**src/rtl/fetch_unit_if.sv**
```systemverilog
// Fetch-side bundle: Sysbus request/response, decode issue
// handshake and redirect input.
interface fetch_unit_if #(
   parameter int DW = 64,
   parameter int TW = 13
);
   logic          bus_reqcyc;
   logic [DW-1:0] bus_req;
   logic [TW-1:0] bus_reqtag;
   logic          bus_reqack;
   logic          bus_respcyc;
   logic [DW-1:0] bus_resp;
   logic [TW-1:0] bus_resptag;
   logic          bus_respack;
   logic          inst_valid;
   logic [31:0]   inst;
   logic [63:0]   inst_pc;
   logic          inst_ready;
   logic          redirect_valid;
   logic [63:0]   redirect_pc;

   modport master (
      output bus_reqcyc, bus_req, bus_reqtag, bus_respack,
      output inst_valid, inst, inst_pc,
      input  bus_reqack, bus_respcyc, bus_resp, bus_resptag,
      input  inst_ready, redirect_valid, redirect_pc
   );

   modport slave (
      input  bus_reqcyc, bus_req, bus_reqtag, bus_respack,
      input  inst_valid, inst, inst_pc,
      output bus_reqack, bus_respcyc, bus_resp, bus_resptag,
      output inst_ready, redirect_valid, redirect_pc
   );
endinterface

```
**src/rtl/fetch_unit.sv**
```systemverilog
// Instruction fetch: requests 64-byte lines over Sysbus, buffers
// them and issues 32-bit words to decode, handling redirects.
module fetch_unit #(
   parameter int BUS_DATA_WIDTH = 64,
   parameter int BUS_TAG_WIDTH  = 13,
   parameter int LINE_BEATS     = 8
) (
   input  logic         clk,
   input  logic         reset,
   input  logic [63:0]  entry,
   fetch_unit_if.master bus
);
   localparam logic       SYSBUS_READ   = 1'b1;
   localparam logic [3:0] SYSBUS_MEMORY = 4'b0001;
   localparam logic [BUS_TAG_WIDTH-1:0] REQ_TAG =
      {SYSBUS_READ, SYSBUS_MEMORY, 8'b0};
   localparam int CW = $clog2(LINE_BEATS);
   localparam logic [CW-1:0] LAST = CW'(LINE_BEATS - 1);

   typedef enum logic [2:0] {
      IDLE, REQ, RESP, ISSUE, DRAIN
   } state_e;

   state_e                    state_q, state_d;
   logic [63:0]               pc_q, pc_d;
   logic [CW-1:0]             cnt_q, cnt_d;
   logic [BUS_DATA_WIDTH-1:0] buf_q [LINE_BEATS];

   logic        beat_ack;
   logic        last_beat;
   logic        fire;
   logic [63:0] rpc;
   logic [63:0] beat;

   assign beat_ack  = ((state_q == RESP) || (state_q == DRAIN))
                      && bus.bus_respcyc && !reset;
   assign last_beat = beat_ack && (cnt_q == LAST);
   assign fire      = (state_q == ISSUE) && bus.inst_ready;
   assign rpc       = {bus.redirect_pc[63:2], 2'b00};
   assign beat      = buf_q[pc_q[5:3]];

   logic unused_ok;
   assign unused_ok = ^{bus.bus_resptag, bus.redirect_pc[1:0],
                        entry[1:0]};

   always_ff @(posedge clk) begin
      if (reset) begin
         state_q <= IDLE;
         pc_q    <= {entry[63:2], 2'b00};
         cnt_q   <= '0;
      end else begin
         state_q <= state_d;
         pc_q    <= pc_d;
         cnt_q   <= cnt_d;
      end
   end

   always_ff @(posedge clk) begin
      if (state_q == RESP && beat_ack)
         buf_q[cnt_q] <= bus.bus_resp;
   end

   always_comb begin
      state_d = state_q;
      pc_d    = pc_q;
      cnt_d   = cnt_q;
      unique case (state_q)
         IDLE: state_d = REQ;
         REQ: begin
            if (bus.bus_reqack) begin
               state_d = RESP;
               cnt_d   = '0;
            end
         end
         RESP, DRAIN: begin
            if (beat_ack) cnt_d = cnt_q + 1'b1;
            if (last_beat)
               state_d = (state_q == RESP) ? ISSUE : REQ;
         end
         ISSUE: begin
            if (fire) begin
               pc_d = pc_q + 64'd4;
               if (pc_q[5:2] == 4'hF) state_d = REQ;
            end
         end
         default: state_d = IDLE;
      endcase
      // redirect wins; an accepted or in-flight line is drained
      if (bus.redirect_valid) begin
         pc_d = rpc;
         unique case (state_q)
            REQ:
               state_d = bus.bus_reqack ? DRAIN : REQ;
            RESP, DRAIN:
               state_d = last_beat ? REQ : DRAIN;
            default: state_d = REQ;
         endcase
      end
   end

   always_comb begin
      bus.bus_reqcyc  = 1'b0;
      bus.bus_req     = '0;
      bus.bus_reqtag  = '0;
      bus.bus_respack = 1'b0;
      bus.inst_valid  = 1'b0;
      bus.inst        = '0;
      bus.inst_pc     = '0;
      if (!reset) begin
         unique case (state_q)
            REQ: begin
               bus.bus_reqcyc = 1'b1;
               bus.bus_req    = {pc_q[63:6], 6'b0};
               bus.bus_reqtag = REQ_TAG;
            end
            RESP, DRAIN: bus.bus_respack = bus.bus_respcyc;
            ISSUE: begin
               bus.inst_valid = 1'b1;
               bus.inst       = pc_q[2] ? beat[63:32] : beat[31:0];
               bus.inst_pc    = pc_q;
            end
            default: ;
         endcase
      end
   end
endmodule

```
**src/flat_wrapper.sv**
```systemverilog
// flat-port wrapper written by rule: the top's interface ports become plain ports
module fetch_unit_flat 
#(
   parameter int BUS_DATA_WIDTH = 64,
   parameter int BUS_TAG_WIDTH  = 13,
   parameter int LINE_BEATS     = 8
)
  (clk, reset, entry, bus_bus_reqcyc, bus_bus_req, bus_bus_reqtag, bus_bus_respack, bus_inst_valid, bus_inst, bus_inst_pc, bus_bus_reqack, bus_bus_respcyc, bus_bus_resp, bus_bus_resptag, bus_inst_ready, bus_redirect_valid, bus_redirect_pc);
  fetch_unit_if #(.DW(64), .TW(13)) bus_i ();
  input  logic clk;
  input  logic reset;
  input  logic [63:0] entry;
  output wire logic [$bits(bus_i.bus_reqcyc)-1:0] bus_bus_reqcyc;
  output wire logic [$bits(bus_i.bus_req)-1:0] bus_bus_req;
  output wire logic [$bits(bus_i.bus_reqtag)-1:0] bus_bus_reqtag;
  output wire logic [$bits(bus_i.bus_respack)-1:0] bus_bus_respack;
  output wire logic [$bits(bus_i.inst_valid)-1:0] bus_inst_valid;
  output wire logic [$bits(bus_i.inst)-1:0] bus_inst;
  output wire logic [$bits(bus_i.inst_pc)-1:0] bus_inst_pc;
  input wire logic [$bits(bus_i.bus_reqack)-1:0] bus_bus_reqack;
  input wire logic [$bits(bus_i.bus_respcyc)-1:0] bus_bus_respcyc;
  input wire logic [$bits(bus_i.bus_resp)-1:0] bus_bus_resp;
  input wire logic [$bits(bus_i.bus_resptag)-1:0] bus_bus_resptag;
  input wire logic [$bits(bus_i.inst_ready)-1:0] bus_inst_ready;
  input wire logic [$bits(bus_i.redirect_valid)-1:0] bus_redirect_valid;
  input wire logic [$bits(bus_i.redirect_pc)-1:0] bus_redirect_pc;
  assign bus_bus_reqcyc = bus_i.bus_reqcyc;
  assign bus_bus_req = bus_i.bus_req;
  assign bus_bus_reqtag = bus_i.bus_reqtag;
  assign bus_bus_respack = bus_i.bus_respack;
  assign bus_inst_valid = bus_i.inst_valid;
  assign bus_inst = bus_i.inst;
  assign bus_inst_pc = bus_i.inst_pc;
  assign bus_i.bus_reqack = bus_bus_reqack;
  assign bus_i.bus_respcyc = bus_bus_respcyc;
  assign bus_i.bus_resp = bus_bus_resp;
  assign bus_i.bus_resptag = bus_bus_resptag;
  assign bus_i.inst_ready = bus_inst_ready;
  assign bus_i.redirect_valid = bus_redirect_valid;
  assign bus_i.redirect_pc = bus_redirect_pc;
  fetch_unit #(.BUS_DATA_WIDTH(BUS_DATA_WIDTH), .BUS_TAG_WIDTH(BUS_TAG_WIDTH), .LINE_BEATS(LINE_BEATS)) u_core (.clk(clk), .reset(reset), .entry(entry), .bus(bus_i));
endmodule
```
**config.mk**
```make
export PLATFORM = sky130hd
export DESIGN_NAME = fetch_unit_flat
export DESIGN_NICKNAME = d
export VERILOG_FILES = /design/src/rtl/fetch_unit_if.sv /design/src/rtl/fetch_unit.sv /design/src/flat_wrapper.sv
export SDC_FILE = /design/constraint.sdc
export NUM_CORES = 1
export LEC_CHECK = 0
export ABC_AREA = 1
export BUFFER_PORTS_ARGS = -buffer_cell sky130_fd_sc_hd__buf_2
export CORE_MARGIN = 1
export CORE_UTILIZATION = 40
export DETAILED_ROUTE_END_ITERATION = 8
export PLACE_DENSITY = 0.7
export SETUP_SLACK_MARGIN = 0.02
export SLEW_MARGIN = 40
export SYNTH_ARGS = -nofsm -noshare
export SYNTH_HDL_FRONTEND = slang
export SYNTH_SLANG_ARGS = --single-unit
```
**constraint.sdc**
```tcl
create_clock -name clk -period 7.48 [get_ports clk]
set_input_delay 1.496 -clock clk [delete_from_list [all_inputs] [get_ports clk]]
set_output_delay 1.496 -clock clk [all_outputs]
set_load 0.05 [all_outputs]
```
==> impl_results.md <==
* Status: finished, final reports clean
* Final Wtd Congestion at about 1
* Most instantiated cells after synthesis: 622 x nor2_1, 574 x edfxtp_1, 364 x nand2_1
* Slew headroom at a little over two fifths
* TritonCTS buffer count at 60
* Per-cell routed wire length at roughly 22 um
* DP Wirelength at between 50 and 60 mm
* Clock root buffer: clkbuf_16
* Post-CTS Hold Fix Bufs at 0
* Largest net degree at the start of global routing at 144
* Setup TNS at 0 ns
* Clock Tree Buf Depth at 3
* Worst path bufs/invs at 4
* Most common cell in the netlist: nor2_1
* Clock sink count at 583
* Die width at ~260 um
* Final Max Slew Viols at 0
* Maximum vdd ir drop at 213.6 uV
* CP required at ~6.0 ns
* Yosys cell types at 31
* Total grt overflow at 0
* Skew-Pair Late Insertion Delay at ~0.66 ns
* Crit-path max cell delay at 0.63 ns
* CTS resizes at 0
* Initial DRC Count at 2251
* Multi-input logic area at roughly 8000 um^2
* Post-route ant nets at 0
* Post-CTS repair timing setup buffer count at 0
* Drt pass-1 iters at 6
* Slowest cell on crit path: a21oi_1
* Residual DRC at 0
* CP Class: input port to output pin
* Vias per Instance at about 5.5
* Flops & latches, synth at 583
* IO Pins at just under 400
* Post-synthesis sequential area ratio at 65.92%
* Die Ht at between 200 and 300 um
* Post-layout nets at between 3000 and 4000
* Layout area overhead at 16.77%
* CTS H-tree lvls at 2
* Worst hold-check path type: flop to flop
* Reg area at about 17000 um^2
* Crit. End Element: output pin
* Max Cap Viol at 0
* Total number of vias at ~20000
* Fmax at 193.4 MHz
* CTS tree: built
* Core footprint at approximately 65000 um^2
* CP dominant cell by count: buf_4
* Worst-Margin Slew at 0.8603 ns
* Count of mapped cells out of synthesis at 2558
* Mapped cell area at about 26000 um^2
* CP Max Fanout at 56
* Crit start category: input port
* Main area contributors after synthesis: edfxtp_1 65%, nor2_1 8.8%, o21ai_0 5.8%, nand2_1 5.2%, o221ai_1 3.2%
* RSZ-0062 raised after global routing: no
* Die Area at 67090 um^2
* Top FF cell, synth: edfxtp_1
* Crit path cell chain: buf_4 > clkinv_1 > buf_4 > nand2_4 > a21oi_1 > buf_2
* Share of cells above drive strength 1 at between 10% and 20%
* PortBufs at 350
* Cell Pwr Density at about 250 nW/um^2
* Number of flops mapped to enable cells by yosys at roughly 570
* Setup Skew at slightly below 0.07 ns
* Yosys warnings at 0
* DP Cell Count at between 3000 and 4000
* Total power at just under 0.008 W
* Fin cells at 3767
* Period minus WS final at roughly 5.2 ns
* Tot GR Track Use at approximately a quarter
* Number of cell rows at 93
* Vias in the first global route at 19150
* Initial core utilization at between 40% and 50%
* Fillers at 5913
* Yosys top cell area share at 65.23%
* Hold WS at about 0.47 ns
* Leakage power at 11.57 nW
* Synth area leader: edfxtp_1
* Hold Vio Cnt, Final at 0
* Antenna violations before repair at 25
* Asr flop ratio synth at 0%
* Final WL at about 80 mm
* Final worst path period share at 69.12%
* Clk slew on worst S/H paths at around 0.060 ns
* First-pass GRT wire length at 117.6 mm
* Family with the most delay on the worst path: buffers and inverters
* Final setup violation count at 0
* Avg Cell Area, Syn at roughly 10 um^2
* Worst Path Arrival at between 3 and 4 ns
==> report_power, final <==
part           leakage (nW)  internal (W)  switching (W)
sequential             5.31       0.00366      0.0000829
combinational          5.33      0.000291       0.000864
clock                 0.926       0.00162        0.00128
total                  11.6       0.00557        0.00223
==> layout make-up <==
type	instances	area share (%)
diodes	13	0.1054
inverters	116	1.456
well taps	855	3.467
repair buffers	382	6.614
clock buffers	72	5.012
flip-flops and latches	583	56.48
multi-input cells	1710	25.69
clock inverters	36	1.184
==> kinds of logic after synthesis <==
logic type | Yosys count | share of synthesized area, %
other | 1 | 0.01419
XOR/XNOR | 6 | 0.1989
flip-flops | 583 | 65.92
AO/OA/AOI/OAI | 513 | 11.44
adder cells (fa/ha/maj) | 3 | 0.1421
buffers and inverters | 283 | 4.555
AND/OR/NAND/NOR | 1169 | 17.73
==> layer usage <==
layer  wire length (um)  vias to the layer above  track usage, %  share of wire, %
li1                   -                     9592               -                 -
met1              31330                     9723           28.77                38
met2              39030                     1062           38.82                48
met3               7463                      201           5.243               9.1
met4               3729                       18           11.83               4.6
met5                120                        -               0              0.15
==> per-stage QoR <==
| stage | setup slack (ns) | util, % | instance area, um^2 |
|---|---|---|---|
| after floorplan | 0.4629 | - | 26490 |
| after global placement | 2.403 | 44.52 | 28860 |
| after detailed placement | 2.363 | 44.60 | 28910 |
| after CTS | 2.370 | 47.55 | 30820 |
| after global routing | 2.170 | 47.59 | 30840 |
| final | 2.310 | 47.61 | 30850 |
==> worst reg2reg max path: stages (launching register included) <==
cell and delay [ns]:
edfxtp_1 0.32, buf_4 0.52, inv_4 0.49, nor2_2 0.35, nand2_2 0.17, nor2_4 0.34
nand2_2 0.20, nor2_2 0.14, nand2_1 0.07, nand2_1 0.07, nand2_1 0.05, nand2_1 0.08
nand2_1 0.06
==> sequential cells by signal (all words and copies together), names as in the netlist, named ones only <==
signal	flops
u_core.cnt_q	3
u_core.pc_q	62
u_core.buf_q	512
u_core.state_q	3
==> worst paths after layout <==
check | slack (ns) | depth (start not counted) | start | endpoint
worst max-delay path | 2.31 | 6 | reset | bus_inst[11]
worst min register to register | 0.47 | 2 | u_core.state_q[2] | u_core.state_q[2]
worst min-delay path | 0.47 | 2 | u_core.state_q[2] | u_core.state_q[2]
worst max register to register | 4.34 | 12 | u_core.pc_q[2] | u_core.pc_q[37]
==> placed cells by master, fill, tap and decap left out, types with 7 or more instances in the layout <==
cell type and instances:
buf_4 25, a21oi_1 71, edfxtp_1 574, buf_2 349, nand4_1 13, o221ai_1 96, clkbuf_1 12, clkbuf_16 60
nand2_1 362, inv_1 107, conb_1 19, nor2_1 620, o21ai_0 304, clkinv_1 14, nor2_4 7, nand3_1 143
clkinv_2 12, diode_2 13, o211ai_1 33
(Power assumes the default switching activity.)
